<file path="config.mk">
export PLATFORM = sky130hd
export DESIGN_NAME = serial_receiver_flat
export DESIGN_NICKNAME = d
export VERILOG_FILES = /design/src/rtl/serial_pkg.sv /design/src/rtl/serial_receiver_if.sv /design/src/rtl/serial_sync.sv /design/src/rtl/serial_receiver.sv /design/src/flat_wrapper.sv
export SDC_FILE = /design/constraint.sdc
export NUM_CORES = 1
export LEC_CHECK = 0
export ABC_CLOCK_PERIOD_IN_PS = 1500
export CELL_PAD_IN_SITES_DETAIL_PLACEMENT = 1
export CELL_PAD_IN_SITES_GLOBAL_PLACEMENT = 1
export CORE_ASPECT_RATIO = 1.75
export CORE_MARGIN = 10
export CORE_UTILIZATION = 31
export DETAILED_ROUTE_END_ITERATION = 8
export GPL_TIMING_DRIVEN = 0
export PLACE_DENSITY = 0.61
export SYNTH_ARGS = -nofsm -noshare
export SYNTH_HDL_FRONTEND = slang
export SYNTH_HIERARCHICAL = 1
export SYNTH_SLANG_ARGS = --single-unit
export TNS_END_PERCENT = 5
</file>
<file path="constraint.sdc">
create_clock -name clock -period 1.5 [get_ports clock]
set_clock_uncertainty 0.1 [all_clocks]
set_input_delay 0.15 -clock clock [delete_from_list [all_inputs] [get_ports clock]]
set_output_delay 0.15 -clock clock [all_outputs]
set_load 0.02 [all_outputs]
</file>
<file path="src/rtl/serial_pkg.sv">
// Shared definitions for the UART receiver and transmitter: FSM state encoding
// and the bit-period calculation both ends must agree on.
package serial_pkg;

    typedef enum logic [2:0] {
        IDLE,
        START,
        DATA,
        STOP,
        WAIT_HIGH
    } rx_state_t;

    // Rounded clocks per bit, so a 48 MHz / 115200 link lands on 417 rather than 416.
    function automatic int unsigned clks_per_bit(input int unsigned clock_hz,
                                                 input int unsigned baud);
        return (clock_hz + baud / 2) / baud;
    endfunction

endpackage

</file>
<file path="src/rtl/serial_receiver_if.sv">
// Byte-stream handshake and status flags between the UART receiver and its consumer.
interface serial_receiver_if;

    logic [7:0] rx_data;
    logic       rx_data_valid;
    logic       rx_data_ready;
    logic       rx_busy;
    logic       framing_error;
    logic       overrun;

    modport master (
        output rx_data,
        output rx_data_valid,
        input  rx_data_ready,
        output rx_busy,
        output framing_error,
        output overrun
    );

    modport slave (
        input  rx_data,
        input  rx_data_valid,
        output rx_data_ready,
        input  rx_busy,
        input  framing_error,
        input  overrun
    );

endinterface

</file>
<file path="src/rtl/serial_sync.sv">
// Two-flop synchronizer for an asynchronous level input; INIT sets the value
// both stages take in reset (1 for an idle-high UART line).
module serial_sync #(
    parameter logic INIT = 1'b1
) (
    input  logic clock,
    input  logic reset,
    input  logic d,
    output logic q
);

    logic meta_q, meta_d;
    logic sync_q, sync_d;

    always_comb begin
        meta_d = d;
        sync_d = meta_q;
    end

    // NOTE: non-blocking assignments make both stages update from pre-edge values.
    always_ff @(posedge clock or posedge reset) begin
        if (reset) begin
            meta_q <= INIT;
            sync_q <= INIT;
        end else begin
            meta_q <= meta_d;
            sync_q <= sync_d;
        end
    end

    assign q = sync_q;

endmodule

</file>
<file path="src/rtl/serial_receiver.sv">
// UART 8N1 receiver, LSB first: mid-bit sampling, framing check, and a
// single-byte holding register behind a valid/ready handshake.
module serial_receiver
    import serial_pkg::*;
#(
    parameter int unsigned CLOCK_HZ = 48_000_000,
    parameter int unsigned BAUD     = 115_200
) (
    input  logic              clock,
    input  logic              reset,
    input  logic              serial_rx,
    serial_receiver_if.master rx_if
);

    localparam int unsigned CLKS_PER_BIT = clks_per_bit(CLOCK_HZ, BAUD);
    localparam int unsigned HALF_BIT     = CLKS_PER_BIT / 2;
    localparam int unsigned CNT_W        = $clog2(CLKS_PER_BIT);

    localparam logic [CNT_W-1:0] HALF_LAST = CNT_W'(HALF_BIT - 1);
    localparam logic [CNT_W-1:0] BIT_LAST  = CNT_W'(CLKS_PER_BIT - 1);

    logic             rx_s;
    rx_state_t        state_q, state_d;
    logic [CNT_W-1:0] clk_cnt_q, clk_cnt_d;
    logic [2:0]       bit_idx_q, bit_idx_d;
    logic [7:0]       shift_q, shift_d;
    logic             deliver_q, deliver_d;
    logic             framing_error_q, framing_error_d;
    logic [7:0]       rx_data_q, rx_data_d;
    logic             rx_data_valid_q, rx_data_valid_d;
    logic             overrun_q, overrun_d;

    serial_sync #(.INIT(1'b1)) u_sync (
        .clock (clock),
        .reset (reset),
        .d     (serial_rx),
        .q     (rx_s)
    );

    always_ff @(posedge clock or posedge reset) begin
        if (reset) begin
            state_q         <= IDLE;
            clk_cnt_q       <= '0;
            bit_idx_q       <= '0;
            shift_q         <= '0;
            deliver_q       <= 1'b0;
            framing_error_q <= 1'b0;
            rx_data_q       <= '0;
            rx_data_valid_q <= 1'b0;
            overrun_q       <= 1'b0;
        end else begin
            state_q         <= state_d;
            clk_cnt_q       <= clk_cnt_d;
            bit_idx_q       <= bit_idx_d;
            shift_q         <= shift_d;
            deliver_q       <= deliver_d;
            framing_error_q <= framing_error_d;
            rx_data_q       <= rx_data_d;
            rx_data_valid_q <= rx_data_valid_d;
            overrun_q       <= overrun_d;
        end
    end

    // Frame sequencing; the counter is zeroed on every state change.
    always_comb begin
        // NOTE: every signal gets a default first so no path can infer a latch.
        state_d         = state_q;
        clk_cnt_d       = clk_cnt_q + 1'b1;
        bit_idx_d       = bit_idx_q;
        shift_d         = shift_q;
        deliver_d       = 1'b0;
        framing_error_d = 1'b0;

        case (state_q)
            IDLE: begin
                clk_cnt_d = '0;
                if (!rx_s) state_d = START;
            end
            START: begin
                if (clk_cnt_q == HALF_LAST) begin
                    clk_cnt_d = '0;
                    if (!rx_s) begin
                        state_d   = DATA;
                        bit_idx_d = '0;
                    end else begin
                        state_d   = IDLE;
                    end
                end
            end
            DATA: begin
                if (clk_cnt_q == BIT_LAST) begin
                    clk_cnt_d = '0;
                    shift_d   = {rx_s, shift_q[7:1]};
                    bit_idx_d = bit_idx_q + 3'd1;
                    if (bit_idx_q == 3'd7) state_d = STOP;
                end
            end
            STOP: begin
                if (clk_cnt_q == BIT_LAST) begin
                    clk_cnt_d = '0;
                    if (rx_s) begin
                        deliver_d       = 1'b1;
                        state_d         = IDLE;
                    end else begin
                        framing_error_d = 1'b1;
                        state_d         = WAIT_HIGH;
                    end
                end
            end
            WAIT_HIGH: begin
                clk_cnt_d = '0;
                if (rx_s) state_d = IDLE;
            end
            default: begin
                clk_cnt_d = '0;
                state_d   = IDLE;
            end
        endcase
    end

    // Holding register: a byte drains on valid&&ready; a new byte arriving
    // while the old one is still held and not leaving is dropped as overrun.
    always_comb begin
        rx_data_d       = rx_data_q;
        rx_data_valid_d = rx_data_valid_q;
        overrun_d       = 1'b0;

        if (rx_data_valid_q && rx_if.rx_data_ready) rx_data_valid_d = 1'b0;

        if (deliver_q) begin
            if (!rx_data_valid_q || rx_if.rx_data_ready) begin
                rx_data_d       = shift_q;
                rx_data_valid_d = 1'b1;
            end else begin
                overrun_d       = 1'b1;
            end
        end
    end

    assign rx_if.rx_data       = rx_data_q;
    assign rx_if.rx_data_valid = rx_data_valid_q;
    assign rx_if.rx_busy       = (state_q != IDLE);
    assign rx_if.framing_error = framing_error_q;
    assign rx_if.overrun       = overrun_q;

endmodule

</file>
<file path="src/flat_wrapper.sv">
// flat-port wrapper written by rule: the top's interface ports become plain ports
module serial_receiver_flat import serial_pkg::*;
#(
    parameter int unsigned CLOCK_HZ = 48_000_000,
    parameter int unsigned BAUD     = 115_200
)
  (clock, reset, serial_rx, rx_if_rx_data, rx_if_rx_data_valid, rx_if_rx_data_ready, rx_if_rx_busy, rx_if_framing_error, rx_if_overrun);
  serial_receiver_if rx_if_i ();
  input  logic clock;
  input  logic reset;
  input  logic serial_rx;
  output wire logic [$bits(rx_if_i.rx_data)-1:0] rx_if_rx_data;
  output wire logic [$bits(rx_if_i.rx_data_valid)-1:0] rx_if_rx_data_valid;
  input wire logic [$bits(rx_if_i.rx_data_ready)-1:0] rx_if_rx_data_ready;
  output wire logic [$bits(rx_if_i.rx_busy)-1:0] rx_if_rx_busy;
  output wire logic [$bits(rx_if_i.framing_error)-1:0] rx_if_framing_error;
  output wire logic [$bits(rx_if_i.overrun)-1:0] rx_if_overrun;
  assign rx_if_rx_data = rx_if_i.rx_data;
  assign rx_if_rx_data_valid = rx_if_i.rx_data_valid;
  assign rx_if_i.rx_data_ready = rx_if_rx_data_ready;
  assign rx_if_rx_busy = rx_if_i.rx_busy;
  assign rx_if_framing_error = rx_if_i.framing_error;
  assign rx_if_overrun = rx_if_i.overrun;
  serial_receiver #(.CLOCK_HZ(CLOCK_HZ), .BAUD(BAUD)) u_core (.clock(clock), .reset(reset), .serial_rx(serial_rx), .rx_if(rx_if_i));
endmodule
</file>
-- Yosys cells after proc, flatten, opt, wreduce, memory -nomap -nowiden
Index checks and enable logic that the tools add are counted.
- add/subtract/negate cells: 2
- eq/ne operators: 14
- muxes and demuxes: 27
- reductions and logical operators: 11
- operators by type and width (cell ; number):
    3-bit two-way mux ; 10
    9-bit two-way mux ; 2
    9-bit one-hot mux with 2 select lines ; 1
    3-bit one-hot mux with 5 select lines ; 1
    1-bit two-way mux ; 11
    9-bit by 1-bit adder with 9-bit output, second input constant ; 1
    9-bit by 8-bit == test with 1-bit output, second input constant ; 1
    9-bit == test, second input constant ; 1
    2-bit by 1-bit != test with 1-bit output, second input constant ; 4
    3-bit by 2-bit == test with 1-bit output, second input constant ; 2
    3-bit == test, second input constant ; 2
    2-bit != test, second input constant ; 3
    3-bit one-hot mux with 2 select lines ; 1
    6-bit AND reduction ; 1
    2-bit AND reduction ; 2
    4-bit AND reduction ; 1
    3-bit by 1-bit adder with 3-bit output, second input constant ; 1
    3-bit by 1-bit == test with 1-bit output, second input constant ; 1
    3-bit logical NOT ; 1
    3-bit nonzero test ; 1
    2-bit two-way mux ; 1
    2-bit nonzero test ; 1
    2-bit OR reduction ; 1
    1-bit logical AND ; 1
    other kinds (2) ; 2
- register bits: 37
- input bits: 4
- output and inout bits: 12

-- Depth between registers and ports, before layout
- depth after elaboration: 4
- mapped depth: 7

-- Cells and area by module
The synthesis kept the hierarchy.
- by module, submodules not included (module ; times used ; cells each ; area each (µm²) ; sequential area each (µm²)):
    serial_receiver ; 1 ; 140 ; 1590.3 ; 875.8
    serial_sync ; 1 ; 3 ; 56.3 ; 52.6

-- Worst setup path after synthesis
OpenSTA, ideal clock, no wires.
- path type: reg-to-reg
- start point: register u_core.clk_cnt_q[0]
- end point: register u_core.bit_idx_q[0]
- library setup time: 125 ps
- arrival time: 1398 ps
- slack: -123 ps
- stages on the path, launching flop included: 7
- buffers on the path: 1
- cells stage by stage: dfrtp_1 > inv_1 > ha_1 > and4b_2 > and3_2 > buf_6 > mux2_4
- cells in the longest elaborated chain, start to end: 3
- ends and longest elaborated chain (element ; line ; RTL):
    start, declared ; serial_receiver.sv:24 ; logic [CNT_W-1:0] clk_cnt_q, clk_cnt_d;
    start signal, assigned ; serial_receiver.sv:53 ; clk_cnt_q <= clk_cnt_d;
    9-bit == test / 9-bit by 8-bit == test with 1-bit output (equally long branches) ; serial_receiver.sv:91, serial_receiver.sv:80 ;
    2-bit by 1-bit != test with 1-bit output (no line) ; -- ;
    4-bit AND reduction (no line) (*) ; -- ;
    end signal, assigned ; serial_receiver.sv:54 ; bit_idx_q <= bit_idx_d;
    end, declared ; serial_receiver.sv:25 ; logic [2:0] bit_idx_q, bit_idx_d;
Mark *: on every way between the ends. The rest lies on a longest branch, timed or not.
A chain may end at the register's enable or synchronous reset.

-- Worst setup path after layout
Same ends and word-level chain as after synthesis.

==> flow_summary.yaml <==
floorplan:
  placement_rows: 35
  ios: 16
  dieWidth_um: 75.1
  core_area_um2: 5210
  die_h_um: 116
  die_area_um2: 8740
  start_util_pct: 31.6
routing:
  drc: 0
  drt_iter0_markers: 50
  vias: 1150
  antenna_left: 0
  routed_wirelength_um: 3580
  wl_per_cell_um: 15.8
  drt_first_pass_iters: 4
  viasPerCell: 5.07
layout:
  fillCellCount: 563
  seqCellArea_um2: 931
  multiInputGateArea_um2: 759
  num_antenna_cells: 0
  fin_area_um2: 2090
  nets: 179
  fin_util_pct: 40.1
  layout-drive-gt1-share_pct: 30.8
  syn2layout_area_growth_pct: 27.1
power_and_ir_drop:
  vdd_drop_max_mv: 0.457
  power_uw: 1710
  p_leak_uw: 0.00106
  power_per_cell_area_nw_per_um2: 816
global_routing:
  grt_pass1_vias: 1288
  antenna_found_initial: 0
  grt_overflow: 0
  grt_max_degree: 36
  grtUsageTotal_pct: 8.83
  grt_pass1_wl_um: 5910
sta:
  min_period_ps: 1640
  whs_ps: 159
  worst-slew-pin-transition_ps: 786
  fmax_mhz: 611
  setup-violations-final: 22
  fin_ws_ps: -137
  rsz0062_at_grt: "true"
  hold_viol_final: 0
  period_share_pct: 109
  slew_headroom_pct: 47.5
  slew_violations: 0
setup_path:
  timing.rr.end: "u_core/bit_idx_q[0]"
  crit_required_ps: 1580
  worst-path-max-fanout: 5
  r2r_start: "u_core/clk_cnt_q[0]"
  r2r_cells: 5
  path_class: "flip-flop to flip-flop"
  cp-end-kind: "flip-flop"
  rrSetupSlack_ps: -140
  cp-start-kind: "flip-flop"
  crit_arrival_ps: 1710
placement:
  place_hpwl_um: 2400
  gp_congestion: 0.749
  pre_cts_ws_ps: -457
  port_buffers: 15
  placedInstanceArea_um2: 1870
status:
  status: "finished with violations"
  violations: "setup timing"
yosys:
  synthCells: 143
  ys_ff_latch: 37
  synth_cell_types: 35
  synthArstFlopShare_pct: 100
  synth_edf_count: 0
  syn-num-nets: 151
  ys.flop_type: "dfrtp_1"
  netlist_area_um2: 1650
  avgSynthCellArea_um2: 11.5
  yosysWarnings: 6
  seq_area_frac_synth_pct: 56.4
cts:
  cts_tree: "done"
  cts_buffer_depth: 2
  cts.hold.buffers_added: 0
  clockRootBuffer: "clkbuf_8"
  clkSlewWorstSetupHoldPaths_ps: 70
  clkSinkCount: 37
  cts_buffers: 5
  clock_latency_ps: 290
  ctsHtreeMaxLevel: 2
min_path:
  hold_class: "input pin to asynchronous set/reset pin"
job:
  cap_violations: 0
==> layout make-up <==
class,count,share of cell area [%]
Buffer,3,1.56
Clock buffer,6,3.47
Clock inverter,2,0.478
Inverter,8,1.61
Multi-Input combinational cell,95,36.3
Sequential cell,37,44.5
Tap cell,55,3.29
Timing Repair Buffer,21,8.79
==> worst max-delay path by stage <==
stage / start / endpoint / cells past startpoint
2_1_floorplan: u_core/clk_cnt_q[0] / u_core/bit_idx_q[0] / 6
3_5_place_dp: reset / u_core/rx_if.rx_data[3] / 2
3_3_place_gp: reset / u_core/rx_if.rx_data[5] / 2
4_1_cts: u_core/clk_cnt_q[4] / u_core/bit_idx_q[0] / 6
6_report: u_core/clk_cnt_q[0] / u_core/bit_idx_q[0] / 5
5_1_grt: u_core/clk_cnt_q[0] / u_core/clk_cnt_q[8] / 6
==> state kept, by name (all words and copies together) (netlist names) <==
name / cells
u_core/bit_idx_q: 3
u_core/state_q: 3
u_core/rx_if.rx_data: 8
u_core/u_sync/q: 1
u_core/rx_if.rx_data_valid: 1
u_core/u_sync/meta_q: 1
u_core/deliver_q: 1
u_core/rx_if.overrun: 1
u_core/shift_q: 8
u_core/rx_if.framing_error: 1
u_core/clk_cnt_q: 9
==> what timing repair did <==
| item | CTS | global route |
|---|---|---|
| setup endpoints to repair | 69 | 28 |
| buffers inserted | 2 | 4 |
| gates resized for setup | 23 | 15 |
| pin swaps | 4 | 11 |
| gates cloned | 0 | 1 |
==> cells in the mapped netlist (all sizes together) (2+ instances only) <==
cell   number  area share [%]
inv         8             1.8
nand4       2            0.76
nor3        2            0.61
and3        3             1.3
a22o        2             1.2
nand2      26             5.9
xnor2       4             2.1
ha          4             3.0
nor2       12             2.7
dfstp       2             3.2
buf         3             1.8
nand3       6             2.9
a21oi       3            0.91
and2        3             1.3
dfrtp      35              53
o21ai       2            0.61
nor2b       2            0.76
xor2        4             2.1
o21a        2            0.91
mux2        9             6.4
==> critical path: stages, from the launching register on <==
cell	delay (ps)
dfrtp_1	380
ha_2	200
and3_4	220
nand3_4	120
o21a_4	240
mux2_4	260
==> report_power, final <==
group          internal [uW]  switching (uW)  total [uW]
clock                    322             349         671
sequential              1000            2.46        1000
combinational           8.43            23.7        32.1
==> per-layer routing <==
layer / up-vias / routed length (um) / part of all wire [%] / track usage [%]
li1: 530 / - / - / -
met1: 595 / 1340 / 37 / 8.59
met2: 17 / 2020 / 56 / 15.6
met3: 8 / 130 / 3.6 / 3.06
met4: 0 / 94 / 2.6 / 4.82
met5: - / 0 / 0 / 0
==> kinds of logic after synthesis <==
kind of cell | share of synthesized area, %
buffers and inverters | 4.48
multiplexers | 6.38
adder cells (fa/ha/maj) | 3.04
flip-flops | 56.4
AND/OR/NAND/NOR | 19.9
AO/OA/AOI/OAI | 5.55
XOR/XNOR | 4.25
==> metrics by stage <==
step	setup TNS, ps	std cells
4_1_cts	-2680	223
2_1_floorplan	-718	143
5_1_grt	-3840	227
3_5_place_dp	-21560	213
6_report	-1150	227
3_3_place_gp	-18200	213
==> layout by cell type (no fill, tap or decap), drive strengths merged, types with 2 or more instances in the layout <==
cell type and n:
dfrtp 35, nand2 26, nor2 12, dlygate4sd2 9, mux2 9, buf 9
inv 7, clkbuf 7, nand3 6, xor2 4, xnor2 4, ha 4
clkdlybuf4s50 3, and3 3, a21oi 3, and2 3, clkinv 2, dlymetal6s2s 2
o21ai 2, nor2b 2, nand4 2, dfstp 2, a32oi 2, nor3 2
o21a 2, a22o 2
No activity file was read; power rests on OpenSTA's default activity.
